--- config.mk ---
export PLATFORM = sky130hd
export DESIGN_NAME = uart_tx_ctrl
export DESIGN_NICKNAME = d
export VERILOG_FILES = /design/src/rtl/uart_tx_pkg.sv /design/src/rtl/uart_tx_serializer.sv /design/src/rtl/uart_tx_ctrl.sv
export SDC_FILE = /design/constraint.sdc
export NUM_CORES = 1
export LEC_CHECK = 0
export CAP_MARGIN = 20
export CORE_AREA = 3 3 48 50
export CTS_CLUSTER_SIZE = 20
export DETAILED_ROUTE_END_ITERATION = 10
export DIE_AREA = 0 0 51 53
export DONT_BUFFER_PORTS = 1
export MAX_ROUTING_LAYER = met4
export PLACE_DENSITY = 0.61
export SLEW_MARGIN = 0
export SYNTH_ARGS = -nofsm -noshare
export SYNTH_HDL_FRONTEND = slang
export SYNTH_SLANG_ARGS = --single-unit
--- constraint.sdc ---
create_clock -name CLK -period 4.5 [get_ports CLK]
set_input_delay 0.45 -clock CLK [delete_from_list [all_inputs] [get_ports CLK]]
set_output_delay 0.45 -clock CLK [all_outputs]
set_load 0.01 [all_outputs]
--- src/rtl/uart_tx_pkg.sv ---
// Shared definitions for the UART transmitter control path: frame FSM states,
// TX output mux select codes, and the default payload width.
package uart_tx_pkg;

  typedef enum logic [2:0] {
    IDLE,
    START,
    DATA,
    PARITY,
    STOP
  } state_t;

  // Select codes understood by the downstream TX output mux.
  localparam logic [1:0] MUX_IDLE  = 2'd0;  // line high (idle and stop bit)
  localparam logic [1:0] MUX_START = 2'd1;  // line low (start bit)
  localparam logic [1:0] MUX_DATA  = 2'd2;  // ser_data
  localparam logic [1:0] MUX_PAR   = 2'd3;  // par_bit

  localparam int DATA_WIDTH_DEF = 8;

endpackage

--- src/rtl/uart_tx_serializer.sv ---
// Payload shift register and bit counter for the UART transmitter.
// The payload is loaded on accept. ser_data is a registered output, so it
// holds its value outside the data phase instead of following the counter.
// One bit is presented per cycle, LSB first. done flags the last data bit.
module uart_tx_serializer
  import uart_tx_pkg::*;
#(
  parameter int DATA_WIDTH = DATA_WIDTH_DEF
) (
  input  logic                  clk,
  input  logic                  rst,
  input  logic                  load,
  input  logic [DATA_WIDTH-1:0] load_data,
  input  logic                  start,
  input  logic                  shift,
  output logic                  ser_data,
  output logic                  done
);

  localparam int CW = (DATA_WIDTH > 1) ? $clog2(DATA_WIDTH) : 1;

  logic [DATA_WIDTH-1:0] sreg;
  logic [CW-1:0]         cnt;
  logic                  advance;

  // The next bit is pre-fetched during START and every data cycle except the
  // last one. ser_data therefore shows bit[cnt] during each data cycle.
  assign advance = start | (shift & ~done);
  assign done    = shift && (cnt == CW'(DATA_WIDTH - 1));

  // Shift register, counter and output bit. Load and advance never coincide.
  // NOTE: state registers use non-blocking assignments and an async reset branch
  // only. Blocking here would create simulation races against other flops.
  always_ff @(posedge clk or posedge rst) begin
    if (rst) begin
      sreg     <= '0;
      cnt      <= '0;
      ser_data <= 1'b0;
    end else if (load) begin
      sreg <= load_data;
      cnt  <= '0;
    end else begin
      if (advance) begin
        ser_data <= sreg[0];
        sreg     <= sreg >> 1;
      end
      if (shift) begin
        cnt <= cnt + 1'b1;
      end
    end
  end

endmodule

--- src/rtl/uart_tx_ctrl.sv ---
// UART transmitter control stage. It accepts a parallel payload, runs the
// idle/start/data/parity/stop frame FSM, and drives the TX mux select, the
// serial data bit and the parity bit. The block sends one frame bit per clock.
// The optional macro UART_TX_BACK2BACK_EN lets STOP accept the next payload
// directly, so frames go out back to back with no IDLE cycle between them.
module uart_tx_ctrl
  import uart_tx_pkg::*;
#(
  parameter int DATA_WIDTH = DATA_WIDTH_DEF
) (
  input  logic                  CLK,
  input  logic                  RST,
  input  logic [DATA_WIDTH-1:0] P_DATA,
  input  logic                  DATA_VALID,
  input  logic                  PAR_EN,
  input  logic                  PAR_TYP,
  output logic [1:0]            mux_sel,
  output logic                  ser_data,
  output logic                  par_bit,
  output logic                  busy
);

  state_t state;
  state_t state_nxt;
  logic   accept;
  logic   par_en_q;
  logic   last_bit;

  uart_tx_serializer #(
    .DATA_WIDTH(DATA_WIDTH)
  ) u_serializer (
    .clk       (CLK),
    .rst       (RST),
    .load      (accept),
    .load_data (P_DATA),
    .start     (state == START),
    .shift     (state == DATA),
    .ser_data  (ser_data),
    .done      (last_bit)
  );

  // Frame state register.
  always_ff @(posedge CLK or posedge RST) begin
    if (RST) state <= IDLE;
    else     state <= state_nxt;
  end

  // Next-state logic and the accept strobe for payload/config capture.
  // NOTE: every always_comb output gets a default first. A missed branch would
  // otherwise infer a latch.
  always_comb begin
    state_nxt = state;
    accept    = 1'b0;
    case (state)
      IDLE: begin
        if (DATA_VALID) begin
          accept    = 1'b1;
          state_nxt = START;
        end
      end
      START:  state_nxt = DATA;
      DATA:   if (last_bit) state_nxt = par_en_q ? PARITY : STOP;
      PARITY: state_nxt = STOP;
      STOP: begin
`ifdef UART_TX_BACK2BACK_EN
        if (DATA_VALID) begin
          accept    = 1'b1;
          state_nxt = START;
        end else begin
          state_nxt = IDLE;
        end
`else
        state_nxt = IDLE;
`endif
      end
      default: state_nxt = IDLE;
    endcase
  end

  // Latch the parity enable and precompute the parity bit on accept. The
  // parity bit is then stable for the whole frame.
  always_ff @(posedge CLK or posedge RST) begin
    if (RST) begin
      par_en_q <= 1'b0;
      par_bit  <= 1'b0;
    end else if (accept) begin
      par_en_q <= PAR_EN;
      par_bit  <= (^P_DATA) ^ PAR_TYP;
    end
  end

  // Mux select is decoded from the registered state, so reset forces the
  // line high immediately.
  always_comb begin
    mux_sel = MUX_IDLE;
    case (state)
      START:   mux_sel = MUX_START;
      DATA:    mux_sel = MUX_DATA;
      PARITY:  mux_sel = MUX_PAR;
      default: mux_sel = MUX_IDLE;
    endcase
  end

  assign busy = (state != IDLE);

endmodule

Word level (Yosys, flattened, before mapping)
Index checks and enable logic that the tools add are counted.

Latch bits: 0. Output and inout bits: 5. Input port bits: 13. Memory bits (read-only): 0. Word-level logic and storage cells: 37. Memory bits (writable): 0. Bits in registers: 17. Memories: 0.

Div/mod/pow operators: 0. Bitwise logic cells: 5. Shift operators: 0. $lt $le $gt $ge: 0. Multipliers: 0. Reduce and logical (&&, ||, !) cells: 8. Mux-type cells: 11. Equal/unequal tests: 6. $add $sub $neg: 1.

Operators with widths (number): two-way mux 8 bit (2); two-way mux 3 bit (5); case mux 3 bit (4 select lines) (1); parity 8 bit (1); == test 3 x 2 -> 1 bit, second input constant (2); case mux 2 bit (3 select lines) (1); != test 2 bit, second input constant (2); AND reduction 2 bit (2); nonzero test 2 bit (2); adder 3 x 1 -> 3 bit, second input constant (1); == test 3 x 1 -> 1 bit, second input constant (1); == test 3 bit, second input constant (1); logical NOT 3 bit (1); nonzero test 3 bit (1); two-way mux 1 bit (2); NOT 1 bit (2); bitwise AND 1 bit (1); logical AND 1 bit (1); OR 1 bit (1); bitwise XOR 1 bit (1).

Logic depth before layout (Yosys ltp)
Word-level depth: 7. Depth in mapped cells: 6. Gate-level depth less buffers: 6.

By module
Synthesis repeated with hierarchy kept, for this count alone.

Cells, all modules: 84. Area, all modules: 979.7 um2.

By module, submodules not included: uart_tx_serializer (cells an instance 54, sequential area each 300.3 um2, times used 1, area each 636.9 um2); uart_tx_ctrl (cells an instance 30, sequential area each 125.1 um2, times used 1, area each 342.8 um2).

Worst setup path before layout
No wires, ideal clock.

Path type: register to register. Start point: register u_serializer.cnt[0]. End point: register u_serializer.ser_data. Stages on the path, launching flop included: 6. Setup time: 0.125 ns. Data required time: 4.375 ns. Period minus slack after synthesis: 1.796 ns. Arrival time: 1.671 ns. Slack: 2.704 ns. Path buffers: 0. Cells stage by stage: dfrtp_1 ha_1 ha_1 or3b_4 a21oi_4 mux2_4.

Cells in the longest elaborated chain, start to end: 6.

Ends and longest elaborated chain: from (decl) (line uart_tx_serializer.sv:23) `logic [CW-1:0] cnt;`; from (signal assigned) (line uart_tx_serializer.sv:48) `cnt <= cnt + 1'b1;`; == test 3 bit (line uart_tx_serializer.sv:29) `assign done = shift && (cnt == CW'(DATA_WIDTH - 1));`; logical AND 1 bit (line uart_tx_serializer.sv:29); NOT 1 bit (line uart_tx_serializer.sv:28) `assign advance = start | (shift & ~done);`; bitwise AND 1 bit (line uart_tx_serializer.sv:28); OR 1 bit (line uart_tx_serializer.sv:28); AND reduction 2 bit (no line); to (signal assigned) (line uart_tx_serializer.sv:44) `ser_data <= sreg[0];`; to (decl) (line uart_tx_serializer.sv:16) `output logic ser_data,`.

Every way passes these cells. A chain may end at the register's enable or synchronous reset.

Final worst setup path
Ends and elaborated chain as after synthesis.

==> out/metrics.cfg <==
[yosys]
post_synth_edffs=0
synth-main-ff-cell=dfrtp_1
synth-async-reset-ratio_pct=100
synth.yosys.seq_area_share_pct=49.5
leading_cell_type_by_number_of_instances_after_synthesis=nand2_1
synthDominantAreaCellType=dfrtp_1
yosys_register_bits=17
synth_area_sq_um=860
syn_area_per_cell_sq_um=10.5
post-synth-top-area-fraction_pct=49.5
syn_inst=82
ys.warnings.count=0
synth.lib_cells_used.distinct=28
yosys-top-cells-area=dfrtp_1 (49%), nand2_1 (8.3%), a22oi_1 (6.1%), xnor2_1 (5.1%), ha_1 (2.9%)
ys_top_cells_by_count=nand2_1 (19), dfrtp_1 (17), a22oi_1 (7)
mappedNetlistNets=97

[critical_path]
critPathCaptureType=flip-flop
rr_startpoint=u_serializer.cnt[0]
worst_r2r_path_depth=5
reg2reg_to=u_serializer.ser_data
worst-setup-path-type=reg2reg
timing.critical_path.arrival_ps=2070
timing.critical_path.fanout_max=9
timing.critical_path.from_type=flip-flop
timing.reg2reg.setup_slack_ps=2610
worst_ep_required_time_ps=4680

[worst_hold_path]
hold_path.class=in2async

[power_and_ir_drop]
power.combinational.fraction_pct=40.3
switching_share_of_power_pct=38.1
internal_power_uw=376
total_power_uw=608
p_switching_uw=232
pd_cells_nw_per_um2=670
ir_drop_mv=0.274
pwr-share-clk_pct=13.4
power.leakage_uw=0.000424
seq_power_share_pct=46.3

[timing]
fmaxAchievable_ghz=0.529
finClkSkew_ps=3.90
rsz_0062_raised_after_global_routing=no
setup-violations-final=0
final-hold-violation-count=0
final.period_utilization_pct=42.0
finalCriticalPeriod_ps=1890
slew_viol_final=0
finalSetupTns_ps=0
max_slew_margin_pct=52.4
tightest_slew_ps=711

[finish]
area_delta_synth_final_pct=5.53
share_of_cells_above_drive_strength_1_pct=9.64
n_antenna_cell=0
multi_input_area_sq_um=414
final_area_sq_um=907
num-fill-cells=192
layout.area.seq_sq_um=425
final_nets=99
postLayoutCoreUtil_pct=46.7

[detailed_routing]
post_drt_wl_per_cell_um=13.3
route.detailed.drc=0
detailedRoute.firstPassIterationCount=4
drt_antenna_net_count=0
drt_iter0_markers=13
routed_wl_mm=1.47
post_drt_via_cell_ratio=5.24
route.vias.total=576

[clock_network]
postCtsResizedCells=0
cts.root.buffer_cell=clkbuf_4
worstSkewPairLatency_ps=280
clock_pin_transition_on_the_worst_setup_and_hold_timing_paths_ps=100
cts.htree.levels=1
cts_tree=yes
postCtsHoldBufs=0
postCtsSetupBuffers=0
clkSinkCount=17
cts-root-to-sink-buffers=2
tritoncts_buffer_count=3

[die]
fp.dieArea_sq_um=2700
die_w_um=51
floorplan.rows=16
initial_core_util_pct=44.3
core_region_area_sq_um=1940
vertical_extent_of_the_die_um=53
top_level_ports=18

[place]
place.gp.congestion=0.830
hpwl_mm=1.09
dpl-instance-area_sq_um=881
buffer_ports.inserted=0

[grt]
grt_use_total_pct=12.6
antenna_violations_before_repair=0
number_of_global_route_vias_before_repair=573
grt_first_pass_wirelength_mm=2.48
grt_start_max_net_pins=18
grt_overflow=0

[flow_run]
max_cap_viol_count=0

[run_status]
status=finished clean

==> worst max path at each step <==
stage,start,to,cells after the start
floorplan,u_serializer.cnt[0],u_serializer.ser_data,5
global placement,u_serializer.cnt[0],u_serializer.ser_data,5
detailed placement,u_serializer.cnt[0],u_serializer.ser_data,5
CTS,u_serializer.cnt[0],u_serializer.ser_data,5
global route,u_serializer.cnt[0],u_serializer.ser_data,5
finish,u_serializer.cnt[0],u_serializer.ser_data,5
==> kinds of logic (layout without fill, tap and decap cells) <==
logic type	count (synthesis)	in the layout	share of synthesized area (%)
compound gates	19	19	16.4
xor+xnor	7	7	8.73
fa+ha+maj	2	2	2.91
buf+inv	5	6	2.33
flops	17	17	49.5
mux	2	2	3.06
simple gates	30	30	17.0
==> cell type report <==
cell class / count / share of cell area [%]
Sequential cell: 17 / 46.9
Multi-Input combinational cell: 60 / 45.7
Tap cell: 27 / 3.72
Inverter: 2 / 0.828
Clock buffer: 4 / 2.90
==> worst max-delay path, cell delays in order (launching register included) <==
cell	delay (ps)
dfrtp_1	400
ha_1	200
ha_1	200
or3b_4	400
a21oi_4	250
mux2_4	320
==> layer usage <==
| metal | GRT usage, % | vias to the layer above | routed length, um |
|---|---|---|---|
| met5 | - | - | 0 |
| met3 | 3.94 | 2 | 88 |
| met1 | 16.2 | 280 | 689 |
| met4 | 4.04 | 0 | 14 |
| li1 | - | 282 | - |
| met2 | 18.9 | 12 | 673 |
==> state kept, by name, indices dropped and copies added, names as in the netlist <==
register / count
par_en_q: 1
u_serializer.ser_data: 1
u_serializer.cnt: 3
u_serializer.sreg: 8
par_bit: 1
state: 3
==> power groups by stage <==
stage,Sequential (uW),Combinational [uW],Clock [uW]
detailed placement,286,250,0
CTS,282,250,84.1
floorplan,259,231,0
finish,281,245,81.4
global placement,284,248,0
global route,292,280,87.6
==> cell usage in the layout (no fill, tap or decap), drive strengths merged, types with 2 or more instances in the layout <==
cell type,synthesis,routed
a21oi,3,3
a22oi,7,7
a32o,2,2
clkbuf,2,4
dfrtp,17,17
ha,2,2
inv,2,2
mux2,2,2
nand2,19,19
nand2b,2,2
nor2b,3,3
o21ai,4,4
xnor2,5,5
==> metrics by stage <==
| step | hold WS [ps] | worst slack, ps | cells |
|---|---|---|---|
| finish | 119 | 2610 | 110 |
| global route | 177 | 2510 | 110 |
| CTS | 145 | 2610 | 110 |
| detailed placement | 462 | 2630 | 106 |
| global placement | 459 | 2650 | 106 |
| floorplan | 376 | 2700 | 82 |
(Power assumes the default switching activity.)
